[src/rtl/ic0_bus_arbiter_if.sv]
// Bundle of the two master request ports and the shared ic0 slave bus.
// The arbiter takes the slave modport; the requesters and slaves sit on the master modport.
interface ic0_bus_arbiter_if;
  logic        m0_c_wr_valid;
  logic        m1_c_wr_valid;
  logic        m0_c_rd_valid;
  logic        m1_c_rd_valid;
  logic [31:0] m0_wr_addr;
  logic [31:0] m1_wr_addr;
  logic [31:0] m0_wr_data;
  logic [31:0] m1_wr_data;
  logic [31:0] m0_rd_addr;
  logic [31:0] m1_rd_addr;
  logic        m0_c_ack;
  logic        m1_c_ack;
  logic        m0_c_err;
  logic        m1_c_err;
  logic [31:0] m0_rd_data;
  logic [31:0] m1_rd_data;

  logic        ic0_c_axi_mst_wr_valid;
  logic        ic0_c_axi_mst_rd_valid;
  logic [31:0] ic0_axi_mst_wr_addr;
  logic [31:0] ic0_axi_mst_wr_data;
  logic [31:0] ic0_axi_mst_rd_addr;
  logic        ic0_c_axi_slv_rd_ready_0;
  logic        ic0_c_axi_slv_rd_ready_1;
  logic        ic0_c_axi_slv_rd_ready_2;
  logic        ic0_c_axi_slv_rd_ready_3;
  logic [31:0] ic0_axi_slv_rd_data_0;
  logic [31:0] ic0_axi_slv_rd_data_1;
  logic [31:0] ic0_axi_slv_rd_data_2;
  logic [31:0] ic0_axi_slv_rd_data_3;

  modport slave (
    input  m0_c_wr_valid, m1_c_wr_valid, m0_c_rd_valid, m1_c_rd_valid,
    input  m0_wr_addr, m1_wr_addr, m0_wr_data, m1_wr_data,
    input  m0_rd_addr, m1_rd_addr,
    output m0_c_ack, m1_c_ack, m0_c_err, m1_c_err, m0_rd_data, m1_rd_data,
    output ic0_c_axi_mst_wr_valid, ic0_c_axi_mst_rd_valid,
    output ic0_axi_mst_wr_addr, ic0_axi_mst_wr_data, ic0_axi_mst_rd_addr,
    input  ic0_c_axi_slv_rd_ready_0, ic0_c_axi_slv_rd_ready_1,
    input  ic0_c_axi_slv_rd_ready_2, ic0_c_axi_slv_rd_ready_3,
    input  ic0_axi_slv_rd_data_0, ic0_axi_slv_rd_data_1,
    input  ic0_axi_slv_rd_data_2, ic0_axi_slv_rd_data_3
  );

  modport master (
    output m0_c_wr_valid, m1_c_wr_valid, m0_c_rd_valid, m1_c_rd_valid,
    output m0_wr_addr, m1_wr_addr, m0_wr_data, m1_wr_data,
    output m0_rd_addr, m1_rd_addr,
    input  m0_c_ack, m1_c_ack, m0_c_err, m1_c_err, m0_rd_data, m1_rd_data,
    input  ic0_c_axi_mst_wr_valid, ic0_c_axi_mst_rd_valid,
    input  ic0_axi_mst_wr_addr, ic0_axi_mst_wr_data, ic0_axi_mst_rd_addr,
    output ic0_c_axi_slv_rd_ready_0, ic0_c_axi_slv_rd_ready_1,
    output ic0_c_axi_slv_rd_ready_2, ic0_c_axi_slv_rd_ready_3,
    output ic0_axi_slv_rd_data_0, ic0_axi_slv_rd_data_1,
    output ic0_axi_slv_rd_data_2, ic0_axi_slv_rd_data_3
  );
endinterface

[src/rtl/ic0_bus_arbiter.sv]
// Round-robin arbiter sharing the ic0 slave bus between m0 (core LSU) and m1 (debug/loader),
// with slave-select decode on the read path and a read timeout returning ERR_DATA.
module ic0_bus_arbiter #(
  parameter int unsigned SEL_LSB  = 28,
  parameter int unsigned TIMEOUT  = 16,
  parameter logic [31:0] ERR_DATA = 32'hDEAD_BEEF
) (
  input  logic              clk,
  input  logic              c_sys_rst,
  ic0_bus_arbiter_if.slave  bus
);

  typedef enum logic [1:0] {
    IDLE    = 2'd0,
    WR      = 2'd1,
    RD_WAIT = 2'd2
  } state_t;

  localparam logic [7:0] CNT_LAST = 8'(TIMEOUT - 1);

  state_t      r_state;
  logic        r_last_grant;
  logic        r_owner;
  logic [1:0]  r_sel;
  logic [7:0]  r_cnt;
  logic        r_wr_valid;
  logic        r_rd_valid;
  logic [31:0] r_wr_addr;
  logic [31:0] r_wr_data;
  logic [31:0] r_rd_addr;
  logic        r_m0_ack;
  logic        r_m1_ack;
  logic        r_m0_err;
  logic        r_m1_err;
  logic [31:0] r_m0_rd_data;
  logic [31:0] r_m1_rd_data;

  state_t      w_state;
  logic        w_last_grant;
  logic        w_owner;
  logic [1:0]  w_sel;
  logic [7:0]  w_cnt;
  logic        w_wr_valid;
  logic        w_rd_valid;
  logic [31:0] w_wr_addr;
  logic [31:0] w_wr_data;
  logic [31:0] w_rd_addr;
  logic        w_m0_ack;
  logic        w_m1_ack;
  logic        w_m0_err;
  logic        w_m1_err;
  logic [31:0] w_m0_rd_data;
  logic [31:0] w_m1_rd_data;

  logic        w_req0;
  logic        w_req1;
  logic        w_grant1;
  logic        w_win_wr;
  logic [31:0] w_win_wr_addr;
  logic [31:0] w_win_wr_data;
  logic [31:0] w_win_rd_addr;
  logic        w_slv_ready;
  logic [31:0] w_slv_data;

  // A master whose read ack is on the bus this cycle is still holding its request;
  // masking it here keeps that stale request from being granted a second time.
  assign w_req0   = (bus.m0_c_wr_valid | bus.m0_c_rd_valid) & ~r_m0_ack;
  assign w_req1   = (bus.m1_c_wr_valid | bus.m1_c_rd_valid) & ~r_m1_ack;
  assign w_grant1 = w_req1 & (~w_req0 | ~r_last_grant);

  assign w_win_wr      = w_grant1 ? bus.m1_c_wr_valid : bus.m0_c_wr_valid;
  assign w_win_wr_addr = w_grant1 ? bus.m1_wr_addr    : bus.m0_wr_addr;
  assign w_win_wr_data = w_grant1 ? bus.m1_wr_data    : bus.m0_wr_data;
  assign w_win_rd_addr = w_grant1 ? bus.m1_rd_addr    : bus.m0_rd_addr;

  always_comb begin
    w_slv_ready = 1'b0;
    w_slv_data  = '0;
    unique case (r_sel)
      2'd0: begin w_slv_ready = bus.ic0_c_axi_slv_rd_ready_0; w_slv_data = bus.ic0_axi_slv_rd_data_0; end
      2'd1: begin w_slv_ready = bus.ic0_c_axi_slv_rd_ready_1; w_slv_data = bus.ic0_axi_slv_rd_data_1; end
      2'd2: begin w_slv_ready = bus.ic0_c_axi_slv_rd_ready_2; w_slv_data = bus.ic0_axi_slv_rd_data_2; end
      2'd3: begin w_slv_ready = bus.ic0_c_axi_slv_rd_ready_3; w_slv_data = bus.ic0_axi_slv_rd_data_3; end
      default: begin w_slv_ready = 1'b0; w_slv_data = '0; end
    endcase
  end

  always_comb begin
    w_state      = r_state;
    w_last_grant = r_last_grant;
    w_owner      = r_owner;
    w_sel        = r_sel;
    w_cnt        = r_cnt;
    w_wr_valid   = r_wr_valid;
    w_rd_valid   = r_rd_valid;
    w_wr_addr    = r_wr_addr;
    w_wr_data    = r_wr_data;
    w_rd_addr    = r_rd_addr;
    w_m0_rd_data = r_m0_rd_data;
    w_m1_rd_data = r_m1_rd_data;
    w_m0_ack     = 1'b0;
    w_m1_ack     = 1'b0;
    w_m0_err     = 1'b0;
    w_m1_err     = 1'b0;

    unique case (r_state)
      IDLE: begin
        if (w_req0 | w_req1) begin
          w_owner      = w_grant1;
          w_last_grant = w_grant1;
          if (w_win_wr) begin
            // Ack is registered together with the strobe so it lands in the WR cycle.
            w_state    = WR;
            w_wr_valid = 1'b1;
            w_wr_addr  = w_win_wr_addr;
            w_wr_data  = w_win_wr_data;
            w_m0_ack   = ~w_grant1;
            w_m1_ack   = w_grant1;
          end else begin
            w_state    = RD_WAIT;
            w_rd_valid = 1'b1;
            w_rd_addr  = w_win_rd_addr;
            w_sel      = w_win_rd_addr[SEL_LSB +: 2];
            w_cnt      = '0;
          end
        end
      end

      WR: begin
        w_state    = IDLE;
        w_wr_valid = 1'b0;
      end

      RD_WAIT: begin
        if (w_slv_ready) begin
          w_state    = IDLE;
          w_rd_valid = 1'b0;
          if (r_owner) begin
            w_m1_rd_data = w_slv_data;
            w_m1_ack     = 1'b1;
          end else begin
            w_m0_rd_data = w_slv_data;
            w_m0_ack     = 1'b1;
          end
        end else if (r_cnt == CNT_LAST) begin
          w_state    = IDLE;
          w_rd_valid = 1'b0;
          if (r_owner) begin
            w_m1_rd_data = ERR_DATA;
            w_m1_ack     = 1'b1;
            w_m1_err     = 1'b1;
          end else begin
            w_m0_rd_data = ERR_DATA;
            w_m0_ack     = 1'b1;
            w_m0_err     = 1'b1;
          end
        end else begin
          w_cnt = r_cnt + 8'd1;
        end
      end

      default: begin
        w_state    = IDLE;
        w_wr_valid = 1'b0;
        w_rd_valid = 1'b0;
      end
    endcase
  end

  always_ff @(posedge clk or posedge c_sys_rst) begin
    if (c_sys_rst) begin
      r_state      <= IDLE;
      r_last_grant <= 1'b1;
      r_owner      <= 1'b0;
      r_sel        <= '0;
      r_cnt        <= '0;
      r_wr_valid   <= 1'b0;
      r_rd_valid   <= 1'b0;
      r_wr_addr    <= '0;
      r_wr_data    <= '0;
      r_rd_addr    <= '0;
      r_m0_ack     <= 1'b0;
      r_m1_ack     <= 1'b0;
      r_m0_err     <= 1'b0;
      r_m1_err     <= 1'b0;
      r_m0_rd_data <= '0;
      r_m1_rd_data <= '0;
    end else begin
      r_state      <= w_state;
      r_last_grant <= w_last_grant;
      r_owner      <= w_owner;
      r_sel        <= w_sel;
      r_cnt        <= w_cnt;
      r_wr_valid   <= w_wr_valid;
      r_rd_valid   <= w_rd_valid;
      r_wr_addr    <= w_wr_addr;
      r_wr_data    <= w_wr_data;
      r_rd_addr    <= w_rd_addr;
      r_m0_ack     <= w_m0_ack;
      r_m1_ack     <= w_m1_ack;
      r_m0_err     <= w_m0_err;
      r_m1_err     <= w_m1_err;
      r_m0_rd_data <= w_m0_rd_data;
      r_m1_rd_data <= w_m1_rd_data;
    end
  end

  assign bus.ic0_c_axi_mst_wr_valid = r_wr_valid;
  assign bus.ic0_c_axi_mst_rd_valid = r_rd_valid;
  assign bus.ic0_axi_mst_wr_addr    = r_wr_addr;
  assign bus.ic0_axi_mst_wr_data    = r_wr_data;
  assign bus.ic0_axi_mst_rd_addr    = r_rd_addr;
  assign bus.m0_c_ack               = r_m0_ack;
  assign bus.m1_c_ack               = r_m1_ack;
  assign bus.m0_c_err               = r_m0_err;
  assign bus.m1_c_err               = r_m1_err;
  assign bus.m0_rd_data             = r_m0_rd_data;
  assign bus.m1_rd_data             = r_m1_rd_data;

endmodule
[src/flat_wrapper.sv]
// flat-port wrapper written by rule: the top's interface ports become plain ports
module ic0_bus_arbiter_flat 
#(
  parameter int unsigned SEL_LSB  = 28,
  parameter int unsigned TIMEOUT  = 16,
  parameter logic [31:0] ERR_DATA = 32'hDEAD_BEEF
)
  (clk, c_sys_rst, bus_m0_c_wr_valid, bus_m1_c_wr_valid, bus_m0_c_rd_valid, bus_m1_c_rd_valid, bus_m0_wr_addr, bus_m1_wr_addr, bus_m0_wr_data, bus_m1_wr_data, bus_m0_rd_addr, bus_m1_rd_addr, bus_m0_c_ack, bus_m1_c_ack, bus_m0_c_err, bus_m1_c_err, bus_m0_rd_data, bus_m1_rd_data, bus_ic0_c_axi_mst_wr_valid, bus_ic0_c_axi_mst_rd_valid, bus_ic0_axi_mst_wr_addr, bus_ic0_axi_mst_wr_data, bus_ic0_axi_mst_rd_addr, bus_ic0_c_axi_slv_rd_ready_0, bus_ic0_c_axi_slv_rd_ready_1, bus_ic0_c_axi_slv_rd_ready_2, bus_ic0_c_axi_slv_rd_ready_3, bus_ic0_axi_slv_rd_data_0, bus_ic0_axi_slv_rd_data_1, bus_ic0_axi_slv_rd_data_2, bus_ic0_axi_slv_rd_data_3);
  ic0_bus_arbiter_if bus_i ();
  input  logic clk;
  input  logic c_sys_rst;
  input wire logic [$bits(bus_i.m0_c_wr_valid)-1:0] bus_m0_c_wr_valid;
  input wire logic [$bits(bus_i.m1_c_wr_valid)-1:0] bus_m1_c_wr_valid;
  input wire logic [$bits(bus_i.m0_c_rd_valid)-1:0] bus_m0_c_rd_valid;
  input wire logic [$bits(bus_i.m1_c_rd_valid)-1:0] bus_m1_c_rd_valid;
  input wire logic [$bits(bus_i.m0_wr_addr)-1:0] bus_m0_wr_addr;
  input wire logic [$bits(bus_i.m1_wr_addr)-1:0] bus_m1_wr_addr;
  input wire logic [$bits(bus_i.m0_wr_data)-1:0] bus_m0_wr_data;
  input wire logic [$bits(bus_i.m1_wr_data)-1:0] bus_m1_wr_data;
  input wire logic [$bits(bus_i.m0_rd_addr)-1:0] bus_m0_rd_addr;
  input wire logic [$bits(bus_i.m1_rd_addr)-1:0] bus_m1_rd_addr;
  output wire logic [$bits(bus_i.m0_c_ack)-1:0] bus_m0_c_ack;
  output wire logic [$bits(bus_i.m1_c_ack)-1:0] bus_m1_c_ack;
  output wire logic [$bits(bus_i.m0_c_err)-1:0] bus_m0_c_err;
  output wire logic [$bits(bus_i.m1_c_err)-1:0] bus_m1_c_err;
  output wire logic [$bits(bus_i.m0_rd_data)-1:0] bus_m0_rd_data;
  output wire logic [$bits(bus_i.m1_rd_data)-1:0] bus_m1_rd_data;
  output wire logic [$bits(bus_i.ic0_c_axi_mst_wr_valid)-1:0] bus_ic0_c_axi_mst_wr_valid;
  output wire logic [$bits(bus_i.ic0_c_axi_mst_rd_valid)-1:0] bus_ic0_c_axi_mst_rd_valid;
  output wire logic [$bits(bus_i.ic0_axi_mst_wr_addr)-1:0] bus_ic0_axi_mst_wr_addr;
  output wire logic [$bits(bus_i.ic0_axi_mst_wr_data)-1:0] bus_ic0_axi_mst_wr_data;
  output wire logic [$bits(bus_i.ic0_axi_mst_rd_addr)-1:0] bus_ic0_axi_mst_rd_addr;
  input wire logic [$bits(bus_i.ic0_c_axi_slv_rd_ready_0)-1:0] bus_ic0_c_axi_slv_rd_ready_0;
  input wire logic [$bits(bus_i.ic0_c_axi_slv_rd_ready_1)-1:0] bus_ic0_c_axi_slv_rd_ready_1;
  input wire logic [$bits(bus_i.ic0_c_axi_slv_rd_ready_2)-1:0] bus_ic0_c_axi_slv_rd_ready_2;
  input wire logic [$bits(bus_i.ic0_c_axi_slv_rd_ready_3)-1:0] bus_ic0_c_axi_slv_rd_ready_3;
  input wire logic [$bits(bus_i.ic0_axi_slv_rd_data_0)-1:0] bus_ic0_axi_slv_rd_data_0;
  input wire logic [$bits(bus_i.ic0_axi_slv_rd_data_1)-1:0] bus_ic0_axi_slv_rd_data_1;
  input wire logic [$bits(bus_i.ic0_axi_slv_rd_data_2)-1:0] bus_ic0_axi_slv_rd_data_2;
  input wire logic [$bits(bus_i.ic0_axi_slv_rd_data_3)-1:0] bus_ic0_axi_slv_rd_data_3;
  assign bus_i.m0_c_wr_valid = bus_m0_c_wr_valid;
  assign bus_i.m1_c_wr_valid = bus_m1_c_wr_valid;
  assign bus_i.m0_c_rd_valid = bus_m0_c_rd_valid;
  assign bus_i.m1_c_rd_valid = bus_m1_c_rd_valid;
  assign bus_i.m0_wr_addr = bus_m0_wr_addr;
  assign bus_i.m1_wr_addr = bus_m1_wr_addr;
  assign bus_i.m0_wr_data = bus_m0_wr_data;
  assign bus_i.m1_wr_data = bus_m1_wr_data;
  assign bus_i.m0_rd_addr = bus_m0_rd_addr;
  assign bus_i.m1_rd_addr = bus_m1_rd_addr;
  assign bus_m0_c_ack = bus_i.m0_c_ack;
  assign bus_m1_c_ack = bus_i.m1_c_ack;
  assign bus_m0_c_err = bus_i.m0_c_err;
  assign bus_m1_c_err = bus_i.m1_c_err;
  assign bus_m0_rd_data = bus_i.m0_rd_data;
  assign bus_m1_rd_data = bus_i.m1_rd_data;
  assign bus_ic0_c_axi_mst_wr_valid = bus_i.ic0_c_axi_mst_wr_valid;
  assign bus_ic0_c_axi_mst_rd_valid = bus_i.ic0_c_axi_mst_rd_valid;
  assign bus_ic0_axi_mst_wr_addr = bus_i.ic0_axi_mst_wr_addr;
  assign bus_ic0_axi_mst_wr_data = bus_i.ic0_axi_mst_wr_data;
  assign bus_ic0_axi_mst_rd_addr = bus_i.ic0_axi_mst_rd_addr;
  assign bus_i.ic0_c_axi_slv_rd_ready_0 = bus_ic0_c_axi_slv_rd_ready_0;
  assign bus_i.ic0_c_axi_slv_rd_ready_1 = bus_ic0_c_axi_slv_rd_ready_1;
  assign bus_i.ic0_c_axi_slv_rd_ready_2 = bus_ic0_c_axi_slv_rd_ready_2;
  assign bus_i.ic0_c_axi_slv_rd_ready_3 = bus_ic0_c_axi_slv_rd_ready_3;
  assign bus_i.ic0_axi_slv_rd_data_0 = bus_ic0_axi_slv_rd_data_0;
  assign bus_i.ic0_axi_slv_rd_data_1 = bus_ic0_axi_slv_rd_data_1;
  assign bus_i.ic0_axi_slv_rd_data_2 = bus_ic0_axi_slv_rd_data_2;
  assign bus_i.ic0_axi_slv_rd_data_3 = bus_ic0_axi_slv_rd_data_3;
  ic0_bus_arbiter #(.SEL_LSB(SEL_LSB), .TIMEOUT(TIMEOUT), .ERR_DATA(ERR_DATA)) u_core (.clk(clk), .c_sys_rst(c_sys_rst), .bus(bus_i));
endmodule
[config.mk]
export PLATFORM = sky130hd
export DESIGN_NAME = ic0_bus_arbiter_flat
export DESIGN_NICKNAME = d
export VERILOG_FILES = /design/src/rtl/ic0_bus_arbiter_if.sv /design/src/rtl/ic0_bus_arbiter.sv /design/src/flat_wrapper.sv
export SDC_FILE = /design/constraint.sdc
export NUM_CORES = 1
export LEC_CHECK = 0
export CORE_AREA = 5 5 189 191
export CTS_BUF_LIST = sky130_fd_sc_hd__clkbuf_4
export DETAILED_ROUTE_END_ITERATION = 8
export DIE_AREA = 0 0 194 196
export PLACE_DENSITY = 0.69
export SLEW_MARGIN = 25
export SYNTH_ARGS = -nofsm -noshare
export SYNTH_HDL_FRONTEND = slang
export SYNTH_SLANG_ARGS = --single-unit
[constraint.sdc]
create_clock -name clk -period 10.2 [get_ports clk]
set_input_delay 2.04 -clock clk [delete_from_list [all_inputs] [get_ports clk]]
set_output_delay 2.04 -clock clk [all_outputs]
set_load 0.1 [all_outputs]
# After elaboration in Yosys (flattened, before gate mapping)
# Cells that the tools add are included.
# totals
elab_cells,106
regBits,180
# classes
n_addsub,1
muxes,48
bitwise_logic,16
n_reduce_logical,13
n_eq_ne,12
# ops
cell,n
two-way mux 32 bit,11
one-hot mux 32 bit (4 select lines),1
two-way mux 8 bit,4
two-way mux 1 bit,21
one-hot mux 8 bit (2 select lines),1
AND reduction 3 bit,5
NOT 1 bit,9
adder 8 x 1 -> 8 bit (second input constant),1
equality test 8 x 4 -> 1 bit (second input constant),1
two-way mux 2 bit,4
equality test 2 bit (second input constant),3
!= test 2 bit (second input constant),3
one-hot mux 1 bit (2 select lines),3
AND reduction 5 bit,1
equality test 2 x 1 -> 1 bit (second input constant),2
zero test 2 bit,2
!= test 2 x 1 -> 1 bit (second input constant),2
bitwise OR 1 bit,4
one-hot mux 1 bit (4 select lines),1
one-hot mux 2 bit (2 select lines),1
AND reduction 2 bit,2
AND reduction 4 bit,1
nonzero test 2 bit,2
AND 1 bit,3
other kinds (2),2

# Logic depth before layout (Yosys ltp)
# Gate-level depths: netlist of run 1.
# depth
depth_word,9
mapped_depth,7
mapped_depth_nobuf,5

# Worst setup path before layout of run 1
# No wires, ideal clock.
# synth_path
kind,input port to flip-flop
start,input bus_m0_c_rd_valid
end,register u_core.r_wr_addr[8] (netlist: u_core.bus.ic0_axi_mst_wr_addr[8])
path_stages,6
setup_time_ps,128
t_arrival_ps,3599
n_path_buf,2
slack_ps,6473
cell_sequence,or2_1 > a211oi_2 > buf_4 > buf_4 > mux2_2 > mux2_1
# synth_between
elab_chain_len,7
elab_cells_between_ends,9
# synth_rtl
item,line_no,rtl
"start, declared",flat_wrapper.sv:14,input wire logic [$bits(bus_i.m0_c_rd_valid)-1:0] bus_m0_c_rd_valid;
bitwise OR 1 bit *,ic0_bus_arbiter.sv:67,assign w_req0 = (bus.m0_c_wr_valid | bus.m0_c_rd_valid) & ~r_m0_ack;
AND 1 bit *,ic0_bus_arbiter.sv:67,
NOT 1 bit,ic0_bus_arbiter.sv:69,assign w_grant1 = w_req1 & (~w_req0 | ~r_last_grant);
bitwise OR 1 bit,ic0_bus_arbiter.sv:69,
AND 1 bit,ic0_bus_arbiter.sv:69,
two-way mux 1 bit,ic0_bus_arbiter.sv:71,assign w_win_wr = w_grant1 ? bus.m1_c_wr_valid : bus.m0_c_wr_valid;
AND reduction 3 bit (no line),--,
"end signal, assigned",ic0_bus_arbiter.sv:196,r_wr_addr <= w_wr_addr;
"end, declared",ic0_bus_arbiter.sv:28,logic [31:0] r_wr_addr;
# Mark *: on every way between the ends. The rest lies on a longest branch, timed or not.
# A chain may end at the register's enable or synchronous reset.

# Worst setup path after layout of run 1
# layout_path
start,input bus_m0_c_wr_valid
end,register u_core.r_wr_addr[8] (netlist: u_core.bus.ic0_axi_mst_wr_addr[8])
# layout_between
elab_chain_len,7
elab_cells_between_ends,9
# layout_rtl
item,line_no,rtl
"start, declared",flat_wrapper.sv:12,input wire logic [$bits(bus_i.m0_c_wr_valid)-1:0] bus_m0_c_wr_valid;
bitwise OR 1 bit,ic0_bus_arbiter.sv:67,
AND 1 bit,ic0_bus_arbiter.sv:67,
NOT 1 bit,ic0_bus_arbiter.sv:69,
bitwise OR 1 bit,ic0_bus_arbiter.sv:69,
AND 1 bit,ic0_bus_arbiter.sv:69,
two-way mux 1 bit,ic0_bus_arbiter.sv:71,
AND reduction 3 bit (no line),--,
# Parallel ways exist; a longest one is shown, timed or not.

==> summary.md, run 1 <==
| Metric | Value |
|---|---|
| Clock tree from TritonCTS | `yes` |
| Height of the die | `around 200 um` |
| Multi-input gate area in the final layout | `0.00420 mm2` |
| Type of element launching the critical path | `primary input` |
| Detail Placement HPWL | `roughly 26 mm` |
| Clock transition at the register clock pins on the worst setup and hold paths after CTS | `0.18 ns` |
| Total negative slack | `0 ns` |
| Number of max-capacitance violations reported | `0` |
| Slew HR | `about 28%` |
| Area taken by flip-flops and latches | `0.00446 mm2` |
| # DRC | `0` |
| Flop and latch count out of synthesis | `178` |
| CP Buf/Inv Count | `3` |
| Total detailed-routing wirelength | `32.5 mm` |
| Total number of clock tree sinks | `~180` |
| Clock latency reported for the late side of the worst-skew pair | `between 0.6 and 0.7 ns` |
| Top delay family on crit path | `buffers and inverters` |
| Prevailing post-synth register cell | `sky130_fd_sc_hd__dfrtp_1` |
| Buffers on Ports | `just under 500` |
| CP peak stage delay | `0.67 ns` |
| Worst Setup End Kind | `flop` |
| Origin of the worst min-delay path | `u_core.bus.ic0_c_axi_mst_wr_valid` |
| Count of H-tree levels built during CTS | `4` |
| Status | `finished clean` |
| Root Buffer Master | `sky130_fd_sc_hd__clkbuf_4` |
| Wire length of the first global-routing pass | `49.1 mm` |
| Critical path data required time | `roughly 11 ns` |
| Number of pins exceeding their max-slew limit in the final report | `0` |
| Count of non-filler cells in the finished layout | `1565` |
| Share of cells above drive strength 1 | `26.3%` |
| Number of setup buffers added after CTS | `0` |
| Area Overhead vs Synth | `63.5%` |
| Slowest cell on crit path | `sky130_fd_sc_hd__a211oi_4` |
| Die Width | `194 um` |
| Synthesized instance count | `618` |
| Overall die area | `around 0.038 mm2` |
| Maximum clock frequency | `0.206 GHz` |
| Routed length per instance | `20.8 um` |
| Number of instances on the worst hold path | `1` |
| Largest net degree at the start of global routing | `71` |
| Pre-antenna DRT Iters | `4` |
| Cell occurring most often along the worst timing path | `sky130_fd_sc_hd__buf_4` |
| Total I/O pin count | `496` |
| Final count of negative-setup-slack endpoints | `0` |
| Most common cell in the synthesized netlist | `sky130_fd_sc_hd__mux2_2` |
| Initial antenna violation count | `1` |
| Slack of the worst reg-to-reg path | `6.74 ns` |
| Maximum count of clock buffers along a single path | `2` |
| Ys async rst share | `100%` |
| Slew of the pin with the lowest slew margin | `1.08 ns` |
| Part of the cycle the worst path needs | `47.7%` |
| Highest fanout seen on the critical path | `45` |
| Number of vias per cell | `4.58` |
| Count of fill cells added during filler insertion | `about 3100` |
| Ranking of synthesized cells by area | `sky130_fd_sc_hd__dfrtp_1, sky130_fd_sc_hd__mux2_2, sky130_fd_sc_hd__mux4_2` |
| Number of placed cells counting well taps | `1531` |
| Worst endpoint data arrival time | `approximately 5.4 ns` |
| FF-to-FF End | `u_core.bus.ic0_axi_mst_wr_addr[8]` |
| Overall via count from detail_route | `around 7200` |
| Number of flops mapped to enable cells by yosys | `0` |
| Clock skew after layout | `0.0335 ns` |
| Post-synthesis net count | `approximately 950` |
| Crit Reg-Reg Startpoint | `u_core.bus.m0_c_ack` |
| GRT Total Usage | `16.8%` |
| Leading area contributor after synthesis | `sky130_fd_sc_hd__dfrtp_1` |
| Number of global-route vias before repair | `7888` |
| Combined area of all synthesized cells | `0.00891 mm2` |
| Weighted congestion reported at the end of routability-driven placement | `0.847` |
| Cts bufs inserted | `17` |
| Placeable core region | `0.0339 mm2` |
| Endpoint, Worst Hold | `u_core.bus.ic0_c_axi_mst_wr_valid` |
| Resized Gates After CTS | `0` |
| Net count of the finished layout | `1426` |
| Residual antenna-violating net count after detailed routing | `0` |
| Mean cell area of the mapped netlist | `~14 um2` |
| Final-report hold violation count | `0` |
| Kind of critical path | `primary input to flop` |
| Number of warnings reported in the yosys synthesis log | `0` |
| Setup repair after global routing missed its margin | `false` |
| Hold-fix buffers, CTS | `0` |
| Clock period minus final worst setup slack | `4.86 ns` |
| Depth of the worst register-to-register path | `6` |
| Post-synth top cells | `sky130_fd_sc_hd__mux2_2, sky130_fd_sc_hd__dfrtp_1, sky130_fd_sc_hd__a2bb2oi_1, sky130_fd_sc_hd__mux4_2, sky130_fd_sc_hd__nor2_1` |
| Total grt overflow | `0` |
| Top cell type's share of synthesized area | `49.7%` |
| Effective utilization at floorplan | `26.2%` |
| Row cnt | `68` |
| Portion of the post-synthesis area used by sequential elements | `50.0%` |
| Drt first-iter violations | `284` |
| Tightest Hold Check Type | `flop to flop` |
| Ordered cell list for the critical path | `clkdlybuf4s50_1 > or2_1 > a211oi_4 > buf_4 > buf_4 > mux2_2 > mux2_1` |
| Unique masters post-synth | `44` |
through the flow:
stage	util (%)	hold WS [ns]	area (um2)	worst slack [ns]
final	42.9	0.507	14600	5.34
after floorplan	-	0.511	8910	3.33
after global routing	42.9	0.530	14600	5.23
after detailed placement	42.0	0.474	14300	4.67
after CTS	42.9	0.515	14600	5.40
after global placement	42.0	0.476	14300	4.70
cell usage in the layout (no fill, tap or decap), types with 8 or more instances in the layout:
cell,n
sky130_fd_sc_hd__dfrtp_1,176
sky130_fd_sc_hd__mux2_2,191
sky130_fd_sc_hd__clkdlybuf4s50_1,494
sky130_fd_sc_hd__and2_1,8
sky130_fd_sc_hd__mux2_4,10
sky130_fd_sc_hd__nor2_1,28
sky130_fd_sc_hd__clkbuf_4,17
sky130_fd_sc_hd__mux2_1,8
sky130_fd_sc_hd__buf_4,8
sky130_fd_sc_hd__mux4_2,33
sky130_fd_sc_hd__inv_6,8
sky130_fd_sc_hd__a2bb2oi_1,48
cells by family (layout without fill, tap and decap cells):
kind of cell             Yosys count  in the layout  share of synthesized area, %
AO/OA/AOI/OAI                     79             79                          7.54
adder cells (fa/ha/maj)            1              1                         0.140
buffers and inverters             52            542                          3.19
flip-flops                       178            178                          50.0
multiplexers                     244            244                          35.4
other                              0              2                             0
AND/OR/NAND/NOR                   64             64                          3.73
final cells by class:
| type | instances | share of cell area [%] |
|---|---|---|
| inverter | 6 | 0.189 |
| multi-input combinational | 388 | 28.8 |
| timing repair buffer | 504 | 34.5 |
| tap | 455 | 3.91 |
| clock inverter | 15 | 1.11 |
| clock buffer | 17 | 0.876 |
| antenna | 2 | 0.0344 |
| sequential | 178 | 30.6 |
sequential cells by signal, indices dropped and copies added, names as in the netlist, 2 cells and up:
register,flops
u_core.bus.ic0_axi_mst_wr_data,32
u_core.bus.m1_rd_data,32
u_core.r_state,2
u_core.r_cnt,8
u_core.bus.m0_rd_data,32
u_core.bus.ic0_axi_mst_rd_addr,32
u_core.bus.ic0_axi_mst_wr_addr,32
how the worst max path moves through the flow:
stage	startpoint	depth (start not counted)	end	slack (ns)
final	bus_m0_c_wr_valid	7	u_core.bus.ic0_axi_mst_wr_addr[8]	5.34
after global routing	bus_m0_c_wr_valid	7	u_core.bus.ic0_axi_mst_wr_addr[8]	5.23
after CTS	bus_m0_c_wr_valid	7	u_core.bus.ic0_axi_mst_wr_addr[8]	5.40
after detailed placement	bus_m0_c_wr_valid	7	u_core.bus.ic0_axi_mst_wr_addr[8]	4.67
after global placement	bus_m0_c_wr_valid	7	u_core.bus.ic0_axi_mst_wr_addr[8]	4.70
after floorplan	c_sys_rst	1	u_core.bus.ic0_axi_mst_rd_addr[0]	3.33
metal layers:
metal | up-vias | part of all wire, % | global-route usage [%]
met5 | - | 0 | 0
met4 | 0 | 2.4 | 5.42
met3 | 44 | 6.8 | 5.19
met2 | 256 | 50 | 27.8
met1 | 3586 | 41 | 21.0
li1 | 3281 | - | -
Power of run 1 is left out: the tool's default activity adds up to more than one toggle a clock period on the data nets, which glitch-free logic cannot reach.
==> inputs of run 2 (changes only) <==
- PLACE_DENSITY: 0.69 -> 0.71
- clock period: 10.2 -> 4.33 ns (I/O delays scaled with it)
==> summary.md, run 2 (same netlist as run 1, synthesis figures left out) <==
| Metric | Value |
|---|---|
| Residual antenna-violating net count after detailed routing | `0 (unchanged)` |
| GRT Total Usage | `16.6% (was 16.8%)` |
| Clock period minus final worst setup slack | `roughly 3.2 ns` |
| Worst Setup End Kind | `primary output (was flop)` |
| Hold-fix buffers, CTS | `0 (unchanged)` |
| Total I/O pin count | `496 (unchanged)` |
| Net count of the finished layout | `1430 (was 1426)` |
| Part of the cycle the worst path needs | `74.4%` |
| Overall die area | `0.0380 mm2 (unchanged)` |
| Overall via count from detail_route | `7198 (was 7167)` |
| Slowest cell on crit path | `sky130_fd_sc_hd__clkdlybuf4s50_1 (was sky130_fd_sc_hd__a211oi_4)` |
| Number of setup buffers added after CTS | `0 (unchanged)` |
| Number of vias per cell | `4.59 (was 4.58)` |
| Detail Placement HPWL | `25.9 mm (was 25.6 mm)` |
| Number of global-route vias before repair | `7784 (was 7888)` |
| Status | `finished clean (unchanged)` |
| Ordered cell list for the critical path | `clkdlybuf4s50_1 (was clkdlybuf4s50_1 > or2_1 > a211oi_4 > buf_4 > buf_4 > mux2_2 > mux2_1)` |
| Most common cell after layout, fill and taps aside | `sky130_fd_sc_hd__clkdlybuf4s50_1 (unchanged)` |
| Clock transition at the register clock pins on the worst setup and hold paths after CTS | `0.15 ns (was 0.18 ns)` |
| Number of max-capacitance violations reported | `0 (unchanged)` |
| Post-place setup slack | `1.05 ns (was 4.67 ns)` |
| Total number of clock tree sinks | `178 (unchanged)` |
| Drt first-iter violations | `352 (was 284)` |
| # DRC | `0 (unchanged)` |
| Initial antenna violation count | `1 (unchanged)` |
| Maximum clock frequency | `a little over 0.3 GHz` |
| Setup repair after global routing missed its margin | `false (unchanged)` |
| Total grt overflow | `0 (unchanged)` |
| Pre-antenna DRT Iters | `4 (unchanged)` |
| Placeable core region | `0.0339 mm2 (unchanged)` |
| Wire length of the first global-routing pass | `48.6 mm (was 49.1 mm)` |
| Cts bufs inserted | `17 (unchanged)` |
| Slew HR | `28.6% (was 27.5%)` |
| CP Buf/Inv Count | `1 (was 3)` |
| Final-report hold violation count | `0 (unchanged)` |
| Weighted congestion reported at the end of routability-driven placement | `0.849 (was 0.847)` |
| CP peak stage delay | `1.22 ns (was 0.67 ns)` |
| Height of the die | `196 um (unchanged)` |
| Maximum count of clock buffers along a single path | `2 (unchanged)` |
| Die Width | `194 um (unchanged)` |
| Clock tree from TritonCTS | `yes (unchanged)` |
| Share of cells above drive strength 1 | `26.6% (was 26.3%)` |
| Final count of negative-setup-slack endpoints | `0 (unchanged)` |
| Slew of the pin with the lowest slew margin | `1.07 ns (was 1.08 ns)` |
| Row cnt | `68 (unchanged)` |
| Worst setup slack after layout | `1.11 ns (was 5.34 ns)` |
| Buffers on Ports | `495 (unchanged)` |
| Count of H-tree levels built during CTS | `4 (unchanged)` |
| Tightest Hold Check Type | `flop to flop (unchanged)` |
| Type of element launching the critical path | `flop (was primary input)` |
| Root Buffer Master | `sky130_fd_sc_hd__clkbuf_4 (unchanged)` |
| Clock latency reported for the late side of the worst-skew pair | `0.60 ns (was 0.63 ns)` |
| Area Overhead vs Synth | `64.2% (was 63.5%)` |
| Critical path data required time | `3.46 ns (was 10.72 ns)` |
| Most frequent cells in the layout | `sky130_fd_sc_hd__clkdlybuf4s50_1, sky130_fd_sc_hd__mux2_2, sky130_fd_sc_hd__dfrtp_1 (unchanged)` |
| Top delay family on crit path | `buffers and inverters (unchanged)` |
| Total detailed-routing wirelength | `32.7 mm (was 32.5 mm)` |
| Number of pins exceeding their max-slew limit in the final report | `0 (unchanged)` |
| Effective utilization at floorplan | `26.2% (unchanged)` |
| Worst endpoint data arrival time | `2.36 ns (was 5.38 ns)` |
| Total negative slack | `0 ns (unchanged)` |
| Kind of critical path | `flop to primary output (was primary input to flop)` |
| Routed length per instance | `20.9 um (was 20.8 um)` |
| Clock skew after layout | `0.0242 ns (was 0.0335 ns)` |
| Highest fanout seen on the critical path | `6 (was 45)` |
| Largest net degree at the start of global routing | `98 (was 71)` |
| Resized Gates After CTS | `0 (unchanged)` |
-- run 2: routing by layer --
layer  global-route usage (%)  vias to the layer above  share of wire [%]
li1                         -                     3288                  -
met1                     21.1                     3643                 41
met2                     28.1                      240                 51
met3                     4.60                       27                5.9
met4                     4.43                        0                1.8
met5                        0                        -                  0
-- run 2: final timing paths --
kind,startpoint,endpoint,slack [ns],cells past startpoint
min in group asynchronous,c_sys_rst,u_core.bus.ic0_axi_mst_wr_addr[26],0.73,3
worst max-delay path,u_core.bus.m1_c_ack,bus_m1_c_ack,1.11,1
max in group asynchronous,c_sys_rst,u_core.bus.m0_rd_data[23],3.11,3
worst min-delay path,u_core.bus.ic0_axi_mst_wr_addr[28],u_core.bus.ic0_axi_mst_wr_addr[28],0.50,1
worst max register to register,u_core.r_cnt[0],u_core.bus.m1_rd_data[4],1.80,6
worst min register to register,u_core.bus.ic0_axi_mst_wr_addr[28],u_core.bus.ic0_axi_mst_wr_addr[28],0.50,1
-- run 2: cell type report --
class	instances	area, um2
fillers	3114	19300
repair buffers	508	5110
flip-flops and latches	178	4460
multi-input cells	388	4200
well taps	455	569
clock inverters	15	134
clock buffers	17	128
inverters	6	26.3
diodes	1	2.50
-- run 2: per-stage QoR --
stage	std cells	utilization [%]	hold WS, ns	area [um2]
floorplan	618	-	0.511	8910
global placement	1535	42.3	0.465	14400
detailed placement	1535	42.3	0.476	14400
CTS	1567	43.1	0.508	14600
global route	1568	43.1	0.534	14600
finish	1568	43.1	0.502	14600
Power of run 2 is left out for the same reason.
==> inputs of run 3 (changes only) <==
- CORE_AREA: 5 5 189 191 -> 5 5 190 192
- DIE_AREA: 0 0 194 196 -> 0 0 195 197
- PLACE_DENSITY: 0.71 -> 0.68
- clock period: 4.33 -> 3.09 ns (I/O delays scaled with it)
==> summary.md, run 3 (same netlist as run 1, synthesis figures left out) <==
| Metric | Value |
|---|---|
| Detail Placement HPWL | `26.0 mm (was 25.9 mm)` |
| Effective utilization at floorplan | `26.1% (was 26.2%)` |
| Part of the cycle the worst path needs | `83.5%` |
| Total number of clock tree sinks | `178 (unchanged)` |
| Most frequent cells in the layout | `sky130_fd_sc_hd__clkdlybuf4s50_1, sky130_fd_sc_hd__mux2_2, sky130_fd_sc_hd__buf_4 (was sky130_fd_sc_hd__clkdlybuf4s50_1, sky130_fd_sc_hd__mux2_2, sky130_fd_sc_hd__dfrtp_1)` |
| Residual antenna-violating net count after detailed routing | `0 (unchanged)` |
| Count of H-tree levels built during CTS | `4 (unchanged)` |
| Overall die area | `0.0384 mm2 (was 0.0380 mm2)` |
| Tightest Hold Check Type | `flop to flop (unchanged)` |
| Setup repair after global routing missed its margin | `false (unchanged)` |
| Placeable core region | `0.0342 mm2 (was 0.0339 mm2)` |
| Number of global-route vias before repair | `7960 (was 7784)` |
| Number of instances on the worst hold path | `1 (unchanged)` |
| Number of vias per cell | `4.58 (was 4.59)` |
| Depth of the worst register-to-register path | `6 (unchanged)` |
| Height of the die | `197 um (was 196 um)` |
| Clock latency reported for the late side of the worst-skew pair | `0.55 ns (was 0.60 ns)` |
| Maximum count of clock buffers along a single path | `2 (unchanged)` |
| Kind of critical path | `flop to primary output (unchanged)` |
| Final count of negative-setup-slack endpoints | `0 (unchanged)` |
| Routed length per instance | `20.9 um (about the same)` |
| Total detailed-routing wirelength | `32.9 mm (was 32.7 mm)` |
| Total grt overflow | `0 (unchanged)` |
| Overall via count from detail_route | `7216 (was 7198)` |
| Initial antenna violation count | `1 (unchanged)` |
| Share of cells above drive strength 1 | `41.3% (was 26.6%)` |
| Area Overhead vs Synth | `60.7% (was 64.2%)` |
| FF-to-FF End | `u_core.bus.m0_rd_data[3] (was u_core.bus.m1_rd_data[4])` |
| Hold-fix buffers, CTS | `0 (unchanged)` |
| Buffers on Ports | `495 (unchanged)` |
| Root Buffer Master | `sky130_fd_sc_hd__clkbuf_4 (unchanged)` |
| Pre-antenna DRT Iters | `4 (unchanged)` |
| Critical path data required time | `2.47 ns (was 3.46 ns)` |
| GRT Total Usage | `16.5% (was 16.6%)` |
| Slew HR | `32.6% (was 28.6%)` |
| Clock period minus final worst setup slack | `2.58 ns` |
| Slack of the worst reg-to-reg path | `0.65 ns (was 1.80 ns)` |
| Endpoint, Worst Hold | `u_core.bus.ic0_axi_mst_wr_addr[28] (unchanged)` |
| Cts bufs inserted | `17 (unchanged)` |
| Maximum clock frequency | `about 0.39 GHz` |
| Worst Setup End Kind | `primary output (unchanged)` |
| Origin of the worst min-delay path | `u_core.bus.ic0_axi_mst_wr_addr[28] (unchanged)` |
| Die Width | `195 um (was 194 um)` |
| Clock transition at the register clock pins on the worst setup and hold paths after CTS | `0.16 ns (was 0.15 ns)` |
| Number of setup buffers added after CTS | `0 (unchanged)` |
| Total I/O pin count | `496 (unchanged)` |
| Wire length of the first global-routing pass | `49.0 mm (was 48.6 mm)` |
| Clock tree from TritonCTS | `yes (unchanged)` |
| Clock skew after layout | `0.0283 ns (was 0.0242 ns)` |
| Worst endpoint data arrival time | `1.96 ns (was 2.36 ns)` |
| Highest fanout seen on the critical path | `36 (was 6)` |
| # DRC | `0 (unchanged)` |
| Largest net degree at the start of global routing | `51 (was 98)` |
| Final-report hold violation count | `0 (unchanged)` |
| Status | `finished clean (unchanged)` |
| Number of pins exceeding their max-slew limit in the final report | `0 (unchanged)` |
| Resized Gates After CTS | `0 (unchanged)` |
| Number of max-capacitance violations reported | `0 (unchanged)` |
| Net count of the finished layout | `1438 (was 1430)` |
| Weighted congestion reported at the end of routability-driven placement | `0.906 (was 0.849)` |
| Slew of the pin with the lowest slew margin | `1.01 ns (was 1.07 ns)` |
| Total negative slack | `0 ns (unchanged)` |
| Most common cell after layout, fill and taps aside | `sky130_fd_sc_hd__clkdlybuf4s50_1 (unchanged)` |
| Crit Reg-Reg Startpoint | `u_core.r_cnt[1] (was u_core.r_cnt[0])` |
| Drt first-iter violations | `306 (was 352)` |
| Type of element launching the critical path | `flop (unchanged)` |
| Row cnt | `68 (unchanged)` |
## run 3: layer usage
metal / up-vias / global-route usage [%] / part of all wire (%)
met1: 3655 / 20.1 / 40
met4: 0 / 4.45 / 1.7
li1: 3309 / - / -
met3: 28 / 3.98 / 5.6
met5: - / 0 / 0
met2: 224 / 29.5 / 53
## run 3: per-stage QoR
step | area, um2 | setup WS (ns) | hold slack (ns) | cells | util, %
5_1_grt | 14300 | 0.252 | 0.499 | 1576 | 41.9
3_3_place_gp | 14100 | 0.245 | 0.474 | 1543 | 41.1
6_report | 14300 | 0.509 | 0.505 | 1576 | 41.9
4_1_cts | 14300 | 0.359 | 0.501 | 1575 | 41.9
3_5_place_dp | 14100 | 0.249 | 0.479 | 1543 | 41.1
2_1_floorplan | 8910 | 0.192 | 0.511 | 618 | -
## run 3: worst max path at each step
| stage | start | end | slack, ns | cells after the start |
|---|---|---|---|---|
| 2_1_floorplan | c_sys_rst | u_core.bus.ic0_axi_mst_rd_addr[0] | 0.19 | 1 |
| 3_3_place_gp | bus_m0_c_wr_valid | u_core.bus.ic0_axi_mst_wr_addr[8] | 0.24 | 6 |
| 3_5_place_dp | bus_ic0_c_axi_slv_rd_ready_1 | u_core.bus.m0_rd_data[5] | 0.25 | 6 |
| 4_1_cts | u_core.bus.ic0_axi_mst_rd_addr[28] | bus_ic0_axi_mst_rd_addr[28] | 0.36 | 2 |
| 5_1_grt | u_core.bus.ic0_axi_mst_rd_addr[28] | bus_ic0_axi_mst_rd_addr[28] | 0.25 | 2 |
| 6_report | u_core.bus.ic0_axi_mst_rd_addr[28] | bus_ic0_axi_mst_rd_addr[28] | 0.51 | 2 |
## run 3: worst max-delay path: stages, from the launching register on
cell                      delay [ns]
sky130_fd_sc_hd__dfrtp_2        0.42
sky130_fd_sc_hd__buf_4          0.56
sky130_fd_sc_hd__buf_4          0.41
## run 3: layout make-up
class                           count  area, um2
Clock buffer                       18        135
Clock inverter                     14        115
Multi-Input combinational cell    388       4200
Fill cell                        3246      19900
Inverter                            6       26.3
Tap cell                          455        569
Timing Repair Buffer              516       4820
Sequential cell                   178       4460
Antenna cell                        1       2.50
Power of run 3 is left out for the same reason.
